<file path="src/rtl/triangle_scene_ctrl.sv">
`default_nettype none
// ---------------------------------------------------------------------------
// triangle_scene_ctrl: preset triangle loader with frame-synchronous commit.
// Optional bounce animation built only when TRI_SCENE_ANIM_EN is defined.
// Revision: 1.0
// ---------------------------------------------------------------------------
module triangle_scene_ctrl #(
  parameter int X_MIN    = 285,
  parameter int X_MAX    = 1554,
  parameter int Y_MIN    = 35,
  parameter int Y_MAX    = 514,
  parameter int ANIM_DIV = 4
) (
  input  logic        CLOCK_50,
  input  logic        rst,
  input  logic        frame_start,
  input  logic        btn_next,
  output logic [10:0] p1_x,
  output logic [10:0] p2_x,
  output logic [10:0] p3_x,
  output logic [9:0]  p1_y,
  output logic [9:0]  p2_y,
  output logic [9:0]  p3_y,
  output logic [1:0]  preset_idx,
  output logic        busy
);

  // Each preset packs {x1,y1,x2,y2,x3,y3}, 11 bits per field, x1 in the MSBs.
  localparam logic [65:0] PRESET [4] = '{
    {11'd300,  11'd100, 11'd400,  11'd300, 11'd600,  11'd200},
    {11'd700,  11'd50,  11'd500,  11'd400, 11'd900,  11'd400},
    {11'd400,  11'd200, 11'd800,  11'd100, 11'd1200, 11'd450},
    {11'd1000, 11'd60,  11'd1400, 11'd60,  11'd1200, 11'd480}
  };

`ifdef TRI_SCENE_ANIM_EN
  typedef enum logic [2:0] {IDLE = 3'd0, LOAD = 3'd1, MOVE = 3'd2, PEND = 3'd3, COMMIT = 3'd4} state_t;
`else
  typedef enum logic [2:0] {IDLE = 3'd0, LOAD = 3'd1, PEND = 3'd3, COMMIT = 3'd4} state_t;
`endif

  state_t      state, state_nx;
  logic        btn_q;
  logic        btn_edge;
  logic        req;
  logic        start_load;
  logic [2:0]  load_cnt;
  logic [10:0] load_val;
  logic [10:0] sh_x  [3];
  logic [9:0]  sh_y  [3];
  logic [10:0] out_x [3];
  logic [9:0]  out_y [3];

  assign btn_edge   = btn_next & ~btn_q;
  assign start_load = (state == IDLE) && (btn_edge || req);
  assign busy       = (state != IDLE);
  assign load_val   = PRESET[preset_idx][int'(3'd5 - load_cnt) * 11 +: 11];

  assign p1_x = out_x[0];
  assign p2_x = out_x[1];
  assign p3_x = out_x[2];
  assign p1_y = out_y[0];
  assign p2_y = out_y[1];
  assign p3_y = out_y[2];

`ifdef TRI_SCENE_ANIM_EN
  localparam logic signed [12:0] XLO = 13'(X_MIN);
  localparam logic signed [12:0] XHI = 13'(X_MAX);
  localparam logic signed [12:0] YLO = 13'(Y_MIN);
  localparam logic signed [12:0] YHI = 13'(Y_MAX);

  logic [7:0]         frame_cnt;
  logic               frame_wrap;
  logic signed [2:0]  dx;
  logic signed [1:0]  dy;
  logic signed [12:0] dx_w, dy_w;
  logic signed [12:0] sx, sy;
  logic               x_ok, y_ok;

  assign frame_wrap = (state == IDLE) && frame_start && (frame_cnt == 8'(ANIM_DIV - 1));
  assign dx_w = 13'(dx);
  assign dy_w = 13'(dy);

  // An axis moves only if all three vertices stay inside after the step.
  always_comb begin
    x_ok = 1'b1;
    y_ok = 1'b1;
    sx   = '0;
    sy   = '0;
    for (int v = 0; v < 3; v++) begin
      sx = $signed({2'b00, sh_x[v]}) + dx_w;
      sy = $signed({3'b000, sh_y[v]}) + dy_w;
      if (sx < XLO || sx > XHI) x_ok = 1'b0;
      if (sy < YLO || sy > YHI) y_ok = 1'b0;
    end
  end
`endif

  always_ff @(posedge CLOCK_50) begin
    if (rst) state <= IDLE;
    else     state <= state_nx;
  end

  always_comb begin
    state_nx = state;
    case (state)
      IDLE: begin
        if (start_load) state_nx = LOAD;
`ifdef TRI_SCENE_ANIM_EN
        else if (frame_wrap) state_nx = MOVE;
`endif
      end
      LOAD:    if (load_cnt == 3'd5) state_nx = PEND;
`ifdef TRI_SCENE_ANIM_EN
      MOVE:    state_nx = PEND;
`endif
      PEND:    if (frame_start) state_nx = COMMIT;
      COMMIT:  state_nx = IDLE;
      default: state_nx = IDLE;
    endcase
  end

  always_ff @(posedge CLOCK_50) begin
    if (rst) begin
      btn_q      <= 1'b0;
      req        <= 1'b0;
      load_cnt   <= 3'd0;
      preset_idx <= 2'd0;
      for (int v = 0; v < 3; v++) begin
        sh_x[v]  <= PRESET[0][(5 - 2 * v) * 11 +: 11];
        sh_y[v]  <= PRESET[0][(4 - 2 * v) * 11 +: 10];
        out_x[v] <= PRESET[0][(5 - 2 * v) * 11 +: 11];
        out_y[v] <= PRESET[0][(4 - 2 * v) * 11 +: 10];
      end
`ifdef TRI_SCENE_ANIM_EN
      frame_cnt <= 8'd0;
      dx        <= 3'sd2;
      dy        <= 2'sd1;
`endif
    end else begin
      btn_q <= btn_next;
      if (start_load) begin
        req        <= 1'b0;
        preset_idx <= preset_idx + 2'd1;
        load_cnt   <= 3'd0;
`ifdef TRI_SCENE_ANIM_EN
        dx <= 3'sd2;
        dy <= 2'sd1;
`endif
      end else if (btn_edge && busy) begin
        req <= 1'b1;
      end

`ifdef TRI_SCENE_ANIM_EN
      // A load taking the IDLE cycle swallows that frame_start entirely.
      if (state == IDLE && frame_start && !start_load)
        frame_cnt <= frame_wrap ? 8'd0 : frame_cnt + 8'd1;

      if (state == MOVE) begin
        if (x_ok) begin
          for (int v = 0; v < 3; v++) sh_x[v] <= 11'($signed({2'b00, sh_x[v]}) + dx_w);
        end else begin
          dx <= -dx;
        end
        if (y_ok) begin
          for (int v = 0; v < 3; v++) sh_y[v] <= 10'($signed({3'b000, sh_y[v]}) + dy_w);
        end else begin
          dy <= -dy;
        end
      end
`endif

      if (state == LOAD) begin
        load_cnt <= load_cnt + 3'd1;
        case (load_cnt)
          3'd0:    sh_x[0] <= load_val;
          3'd1:    sh_y[0] <= load_val[9:0];
          3'd2:    sh_x[1] <= load_val;
          3'd3:    sh_y[1] <= load_val[9:0];
          3'd4:    sh_x[2] <= load_val;
          3'd5:    sh_y[2] <= load_val[9:0];
          default: ;
        endcase
      end

      if (state == COMMIT) begin
        for (int v = 0; v < 3; v++) begin
          out_x[v] <= sh_x[v];
          out_y[v] <= sh_y[v];
        end
      end
    end
  end

endmodule
`default_nettype wire

</file>
<file path="config.mk">
export PLATFORM = sky130hd
export DESIGN_NAME = triangle_scene_ctrl
export DESIGN_NICKNAME = d
export VERILOG_FILES = /design/src/rtl/triangle_scene_ctrl.sv
export SDC_FILE = /design/constraint.sdc
export NUM_CORES = 1
export LEC_CHECK = 0
export BUFFER_PORTS_ARGS = -buffer_cell sky130_fd_sc_hd__buf_2
export CAP_MARGIN = 20
export CORE_MARGIN = 3
export CORE_UTILIZATION = 45
export CTS_CLUSTER_DIAMETER = 60
export CTS_CLUSTER_SIZE = 16
export DETAILED_ROUTE_END_ITERATION = 8
export PLACE_DENSITY = 0.74
export SYNTH_ARGS = -nofsm -noshare
export SYNTH_HDL_FRONTEND = slang
export SYNTH_SLANG_ARGS = --single-unit
</file>
<file path="constraint.sdc">
create_clock -name CLOCK_50 -period 10.7 [get_ports CLOCK_50]
set_input_delay 0.535 -clock CLOCK_50 [delete_from_list [all_inputs] [get_ports CLOCK_50]]
set_output_delay 0.535 -clock CLOCK_50 [all_outputs]
set_load 0.02 [all_outputs]
</file>
Word level (Yosys, flattened, before mapping):

Memory sizes are Yosys's and may differ from the RTL's.
Cells that the tools add are included.

* input bits: 4
* register bits after elaboration: 10
* RAM bits: 126
* memories: 4

* multipliers: 1
* bitwise logic cells: 15
* add/sub/neg operators: 3
* reduce and logical (&&, ||, !) cells: 9
* shift operators: 1
* equal/unequal tests: 11
* $lt $le $gt $ge: 1
* muxes and demuxes: 50

Memories
* out_x: depth 3, bits a word 11, rd ports 3, clocked after memory_dff 0, write ports 3, RTL line 51 `logic [10:0] out_x [3];`
* sh_x: depth 3, bits a word 11, rd ports 3, clocked after memory_dff 0, write ports 3, RTL line 49 `logic [10:0] sh_x [3];`
* out_y: depth 3, bits a word 10, rd ports 3, clocked after memory_dff 0, write ports 3, RTL line 52 `logic [9:0] out_y [3];`
* sh_y: depth 3, bits a word 10, rd ports 3, clocked after memory_dff 0, write ports 3, RTL line 50 `logic [9:0] sh_y [3];`

Operators by type and width (number)
* binary-select mux 66 bit (select 2 bit): 1
* 2-to-1 mux 66 bit: 2
* 2-to-1 mux 11 bit: 6
* variable part select 66 x 9 -> 11 bit: 1
* 2-to-1 mux 10 bit: 6
* 2-to-1 mux 1 bit: 29
* 2-to-1 mux 3 bit: 5
* OR 1 bit: 12
* equality test 3 x 2 -> 1 bit (second input constant): 3
* equality test 3 bit (second input constant): 3
* multiplier 4 x 5 -> 9 bit (second input constant): 1
* case mux 3 bit (3 select lines): 1
* equality test 3 x 1 -> 1 bit (second input constant): 2
* logical NOT 3 bit: 2
* != test 2 bit (second input constant): 3
* subtractor 3 x 3 -> 4 bit (first input constant): 1
* adder 3 x 1 -> 3 bit (second input constant): 1
* greater-or-equal comparator 3 bit (second input constant): 1
* inverter 2 -> 3 bit: 1
* AND reduction 3 bit: 1
* nonzero test 3 bit: 1
* adder 2 x 1 -> 2 bit (second input constant): 1
* logical AND 1 bit: 2
* nonzero test 2 bit: 1
* other kinds (4): 4

Depth between registers and ports, before layout:

Gate-level depths: netlist of run 1.

* depth after elaboration: 6
* depth in mapped cells: 16

Worst setup path after synthesis of run 1:

OpenSTA, ideal clock, no wires.

* path kind: register -> register
* start point: reg load_cnt[0]
* end point: mem sh_x[0][0] (data pin)
* cell stages (with the launch flop): 16
* arrival: 3.516 ns
* path slack: 6.911 ns
* buffers on the path: 3
* library setup time: 0.273 ns
* cells stage by stage: dfxtp_1 > buf_4 > inv_1 > buf_2 > buf_2 > ha_1 > or2_2 > ha_1 > fa_1 > clkinv_1 > nor2_1 > o41ai_1 > or4_1 > nand4_1 > and3_1 > nor2_1

RTL lines
* start, declared: RTL line 47 `logic [2:0] load_cnt;`
* start signal, assigned: RTL line 174 `load_cnt <= load_cnt + 3'd1;`
* end, declared: RTL line 49

==> summary.md, run 1 <==
| Metric | Value |
|---|---|
| Syn_nets | about 890 |
| Hold WC Path Type | in -> reg |
| Max_slew headroom | 0.271 |
| Initial antenna violation count | 0 |
| Power per cell area | 174 mW/mm^2 |
| Post-CTS Setup Bufs | 0 |
| Final-report max-slew violation count | 0 |
| Worst path slowest cell | or4_1 |
| NetSw | 0.560 mW |
| # IOs | 70 |
| Worst Tran Pin Value | roughly 1100 ps |
| Routed Antenna Nets | 0 |
| Tcrit/Tclk final | 0.434 |
| Post-Syn Instances | about 860 |
| Pre-CTS setup slack | between 6000 and 7000 ps |
| Die area | between 0.02 and 0.025 mm^2 |
| Clock Latency Late Sink | between 400 and 500 ps |
| Finished Cell Area | roughly 0.0095 mm^2 |
| Combinational share of power | 0.293 |
| Row count | 49 |
| Fin worst setup slack | around 6000 ps |
| Most frequent cell after synthesis | edfxtp_1 |
| Worst Skew | between 15 and 20 ps |
| Worst Setup Start Kind | flip-flop |
| Number of DRC markers in iteration 0 | 1249 |
| Cts repair resizes | 0 |
| FF-to-FF Start | load_cnt[1] |
| GRT Overall Usage | 0.258 |
| Share of the synthesized area in the top cell type | 0.446 |
| Post-synth EDFFs | 126 |
| Most used cell, CP | ha_1 |
| Total CTS buffers | 17 |
| Clock network power share | 0.330 |
| TritonRoute pass-1 iters | 6 |
| RSZ-0062 raised after global routing | false |
| Max clock buf depth | 2 |
| Setup-failing EPs final | 0 |
| Root Buffer | clkbuf_16 |
| Starting Density | 0.464 |
| Post-layout util | 0.518 |
| Max stage delay on crit path | roughly 550 ps |
| Port bufs | 69 |
| Syn. warnings | 0 |
| Worst Min Path Start | btn_next |
| WHS Path Cells | 2 |
| Routed wire length | 26700 um |
| First-pass GRT wire length | slightly above 40000 um |
| Main synth FF type | edfxtp_1 |
| Crit end category | flip-flop |
| Chip Width | between 100 and 150 um |
| Core area | 0.0183 mm^2 |
| Post-DP HPWL | ~18000 um |
| Clock-pin slew on the worst setup and hold paths | 60 ps |
| Fill cell count | 1606 |
| Ranking of synthesized cells by area | edfxtp_1, and2_1, ha_1 |
| Diodes inserted | 0 |
| DP Area | 0.00886 mm^2 |
| Fmax | approximately 220 MHz |
| Drt drc | 0 |
| Lkg Pwr | roughly 3.3 nW |
| Status | finished clean |
| H-tree depth | 4 |
| Crit path time final | about 4600 ps |
| Total Nets Final | a little over 900 |
| Clk sinks | ~140 |
| Peak supply drop | between 0.1 and 0.15 mV |
| Required time worst endpoint | roughly 11000 ps |
| Hold buffer count at CTS | 0 |
| Final hold viol count | 0 |
| Area growth from synthesis to layout | 11.6% |
| Largest net degree at the start of global routing | 92 |
| Hold Slack | roughly 350 ps |
| Die Span Y | 143 um |
| Via count | about 7500 |
| Max-Cap Viols | 0 |
| Post-synthesis register bit count | between 100 and 150 |
| Synth unique cells | 84 |
| Crit-path cells | inv_1 -> ha_1 -> ha_1 -> or2_2 -> ha_1 -> fa_1 -> buf_4 -> clkinv_1 -> nor2_1 -> o41ai_1 -> or4_1 -> nand4_1 -> and3_1 -> nor2_1 |
| Most instantiated cells after synthesis | edfxtp_1, nor2_1, nand2_1 |
| Global route total overflow | 0 |
| Syn Area/Cell | around 9.8 um^2 |
| WS Path Type | reg -> reg |
| Synth async-reset ratio | 0 |
| Setup TNS | 0 ps |
| Layout cells sized above 1 | 0.163 |
| Number of vias per cell | 6.66 |
| FF-to-FF path depth | 14 |
| Crit path from | load_cnt[1] |
| TritonCTS clock tree | yes |
| Synth area leader | edfxtp_1 |
| Critical Path AT | 4770 ps |
| Sequential share of power | 0.376 |
| GPL Wtd Cong | 1.04 |
| Sequential cell area fraction in the yosys report | 0.469 |
| Switch share | 0.340 |
| Wire length per cell | about 24 um |
| Cell Int Power | 1.09 mW |
| Post-Syn Area | 0.00849 mm^2 |
| Critical Path Fanout Max | 33 |
| Vias in the first global route | between 6000 and 7000 |
-- kinds of logic after synthesis --
logic type / after synthesis / synth area share
buffers and inverters: 87 / 0.0485
multiplexers: 17 / 0.0223
adder cells (fa/ha/maj): 25 / 0.0386
AND/OR/NAND/NOR: 348 / 0.215
XOR/XNOR: 4 / 0.00413
AO/OA/AOI/OAI: 245 / 0.202
flip-flops: 136 / 0.469
-- power groups by stage --
stage,logic (mW),registers (mW),clock network [mW]
after CTS,0.457,0.621,0.552
after detailed placement,0.454,0.632,0
final,0.484,0.621,0.545
after floorplan,0.321,0.634,0
after global routing,0.506,0.623,0.574
after global placement,0.462,0.631,0
-- stage by stage --
stage,total power [mW],instances
2_1_floorplan,0.954,862
3_3_place_gp,1.09,1098
3_5_place_dp,1.09,1098
4_1_cts,1.63,1129
5_1_grt,1.70,1133
6_report,1.65,1133
-- cells in the final DEF, fill, tap and decap left out, drive strengths merged, types with 6 or more instances in the layout --
cell and count:
a21o 8, o31ai 6, buf 83, dfxtp 10
nor2 73, clkbuf 18, nor3 28, nor2b 20
mux2i 12, nand3 31, a211oi 14, a21oi 42
a31oi 19, ha 23, o22ai 7, or2 7
nand2 66, a221oi 8, o21a 7, edfxtp 126
and2 50, a211o 7, inv 15, nand2b 38
a22oi 8, o211ai 17, o21ai 46, o221ai 6
clkinv 8
-- layout make-up --
| type | instances | area, um^2 | share of cell area |
|---|---|---|---|
| multi-input cells | 639 | 4110 | 0.434 |
| flip-flops and latches | 136 | 3990 | 0.421 |
| repair buffers | 83 | 467 | 0.0493 |
| clock buffers | 18 | 429 | 0.0453 |
| well taps | 229 | 287 | 0.0303 |
| clock inverters | 13 | 131 | 0.0139 |
| inverters | 15 | 56.3 | 0.00595 |
-- critical path: cells and delay by family, from the launching register on --
| family | cells | cell delay [ps] |
|---|---|---|
| buffers and inverters | 3 | 900 |
| DFF | 1 | 530 |
| AOI/OAI and AO/OA | 1 | 90 |
| and+or+nand+nor | 6 | 1520 |
| adders and majority gates | 4 | 1300 |
-- final timing paths --
path	end	slack [ps]
max	sh_x[0][11]	6060
min	btn_q	350
max reg2reg	sh_x[0][11]	6060
min reg2reg	out_y[0][2]	490
-- flip-flops by register name (all words and copies together), names as in the netlist --
name,count
out_x,33
btn_q,1
state,3
out_y,30
preset_idx,2
req,1
load_cnt,3
sh_y,30
sh_x,33
-- metal layers --
metal	up-vias	track usage	wire, um
li1	3322	-	-
met1	3520	0.343	10500
met2	579	0.396	11800
met3	127	0.0662	3100
met4	0	0.120	1400
met5	-	0	0
Power figures use the tool's default switching activity.
==> run 2, diff against run 1 <==
==> constraint.sdc (replaced) <==
create_clock -name CLOCK_50 -period 4.9 [get_ports CLOCK_50]
set_input_delay 0.245 -clock CLOCK_50 [delete_from_list [all_inputs] [get_ports CLOCK_50]]
set_output_delay 0.245 -clock CLOCK_50 [all_outputs]
set_load 0.02 [all_outputs]
==> run 2 against run 1 <==
  * Maximum frequency increased by 6.1%
  * Routed wire length increased by 7.2%
  * Clock skew is 2.3 ps lower
  * Sequential cell count stayed put
  * Largest cell class unchanged
  * Critical path depth fell by 1
  * Global-route usage is 2.0 points higher
  * Cell area rose by 1.6%
  * Sequential power up 120%
  * First-iteration DRC count shrank 22%
  * Hold slack got worse by 280 ps
  * Non-clock buffer count is 19 higher
==> summary.md, run 2 (synthesis gave the netlist of run 1 again) <==
| Metric | Value |
|---|---|
| Status | finished clean |
| # IOs | 70 (unchanged) |
| Clock Latency Late Sink | 410 ps (about the same) |
| Required time worst endpoint | 5130 ps (-5700 ps) |
| Routed wire length | 28600 um (+7.2%) |
| Critical Path Fanout Max | 32 (-3.0%) |
| H-tree depth | 4 (unchanged) |
| RSZ-0062 raised after global routing | false |
| Core area | 0.0183 mm^2 (unchanged) |
| Biggest regs | out_x (33), sh_x (33) |
| Post-layout util | 0.527 (+0.00836) |
| Crit end category | flip-flop |
| Worst Tran Pin Value | 1090 ps (+4.55 ps) |
| Initial antenna violation count | 0 (unchanged) |
| Total CTS buffers | 17 (unchanged) |
| Post-DP HPWL | 20700 um (+14%) |
| Starting Density | 0.464 (unchanged) |
| Fin worst setup slack | 524 ps (-5530 ps) |
| Wire length per cell | 24.8 um (+5.3%) |
| GPL Wtd Cong | 1.01 (-3.4%) |
| Worst Skew | 12.7 ps (-2.32 ps) |
| Total Nets Final | 940 (+2.1%) |
| Root Buffer | clkbuf_16 |
| WS Path Type | reg -> reg |
| Max_slew headroom | 0.268 (-0.00306) |
| Commonest non-fill, non-tap cell in the layout | edfxtp_1 |
| First-pass GRT wire length | 43000 um (+6.3%) |
| Crit path time final | 4380 ps (-266 ps) |
| Clk sinks | 136 (unchanged) |
| Pre-CTS setup slack | 606 ps (-5570 ps) |
| Cts repair resizes | 0 (unchanged) |
| Drt drc | 0 (unchanged) |
| Layout cells sized above 1 | 0.182 (+0.0192) |
| Fill cell count | 1606 (unchanged) |
| Setup-failing EPs final | 0 (unchanged) |
| Critical Path AT | 4610 ps (-160 ps) |
| Lkg Pwr | 3.41 nW (+2.8%) |
| Clock network power share | 0.325 (-0.005) |
| TritonRoute pass-1 iters | 6 (unchanged) |
| NetSw | 1.31 mW (+130%) |
| Setup TNS | 0 ps (unchanged) |
| Die Span Y | 143 um (unchanged) |
| Die area | 0.0205 mm^2 (unchanged) |
| Most frequent cells in the layout | edfxtp_1, buf_2, nor2_1, nand2_1, and2_1 |
| Max clock buf depth | 2 (unchanged) |
| Power per cell area | 379 mW/mm^2 (+120%) |
| Number of vias per cell | 6.55 (-1.7%) |
| Hold buffer count at CTS | 0 (unchanged) |
| Chip Width | 143 um (unchanged) |
| Clock-pin slew on the worst setup and hold paths | 70 ps (about the same) |
| Switch share | 0.359 (+0.0199) |
| Tcrit/Tclk final | 0.893 (+0.459) |
| Via count | 7548 (unchanged) |
| Final-report max-slew violation count | 0 (unchanged) |
| Diodes inserted | 0 (unchanged) |
| Global route total overflow | 0 (unchanged) |
| Hold Slack | 67.6 ps (-284 ps) |
| GRT Overall Usage | 0.278 (+0.0203) |
| Largest net degree at the start of global routing | 92 (unchanged) |
| Sequential share of power | 0.369 (-0.007) |
| Cell Int Power | 2.33 mW (+110%) |
| Worst Setup Start Kind | flip-flop |
| Port bufs | 69 (unchanged) |
| Number of DRC markers in iteration 0 | 970 (-22%) |
| Area growth from synthesis to layout | 13.4% |
| Combinational share of power | 0.306 (+0.013) |
| Fmax | 228 MHz (+6.1%) |
| Final hold viol count | 0 (unchanged) |
| Vias in the first global route | 6964 (+2.9%) |
| Hold WC Path Type | in -> reg |
| Post-CTS Setup Bufs | 0 (unchanged) |
| Peak supply drop | 0.224 mV (+91%) |
| Row count | 49 (unchanged) |
| TritonCTS clock tree | yes |
| Finished Cell Area | 0.00962 mm^2 (+1.6%) |
| Max-Cap Viols | 0 (unchanged) |
| DP Area | 0.00904 mm^2 (+2.1%) |
| Routed Antenna Nets | 0 (unchanged) |
==> run 2: cell types whose count changed in the layout (fill, tap and decap cells not counted), moves of 2 or more <==
cell	previous run	this run
buf_12	1	3
buf_4	12	30
bufinv_16	2	0
clkinv_2	3	0
inv_6	1	5
inv_8	0	4
==> run 2: cell type report <==
| type | instances | area (um^2) | area share |
|---|---|---|---|
| clock buffers | 17 | 425 | 0.0442 |
| clock inverters | 15 | 131 | 0.0137 |
| multi-input cells | 639 | 4110 | 0.427 |
| well taps | 229 | 287 | 0.0298 |
| repair buffers | 102 | 631 | 0.0655 |
| inverters | 15 | 56.3 | 0.00585 |
| flip-flops and latches | 136 | 3990 | 0.414 |
==> run 2: final timing paths <==
path,startpoint,end,slack (ps),depth (start not counted)
worst min-delay path,btn_next,btn_q,70,2
worst max-delay path,load_cnt[1],sh_x[0][7],520,13
worst max register to register,load_cnt[1],sh_x[0][7],520,13
worst min register to register,sh_x[0][19],out_x[0][19],490,1
==> run 2: per-layer routing <==
metal	track usage	wire, um
met5	0	0
met4	0.128	1480
met3	0.0556	2780
met2	0.449	13000
met1	0.362	11400
==> run 2: per-stage QoR <==
stage | power (mW) | cells
2_1_floorplan | 2.08 | 862
3_3_place_gp | 2.47 | 1120
3_5_place_dp | 2.44 | 1120
4_1_cts | 3.61 | 1152
5_1_grt | 3.78 | 1153
6_report | 3.64 | 1153
==> run 2: worst max-delay path: stages (launching register included) <==
cell and delay, ps:
dfxtp_1 540, inv_1 170, ha_1 260, ha_1 180, or2_2 270, ha_1 320, fa_1 580, buf_4 340
nand4_1 230, nor3_2 440, o31ai_1 230, nand3_1 140, o211ai_1 220, nor2_1 280
==> run 2: power by group through the flow <==
| stage | clock network (mW) | registers (mW) | logic (mW) |
|---|---|---|---|
| 6_report | 1.19 | 1.35 | 1.11 |
| 5_1_grt | 1.25 | 1.35 | 1.18 |
| 4_1_cts | 1.19 | 1.35 | 1.07 |
| 3_5_place_dp | 0 | 1.37 | 1.07 |
| 3_3_place_gp | 0 | 1.37 | 1.10 |
| 2_1_floorplan | 0 | 1.38 | 0.700 |
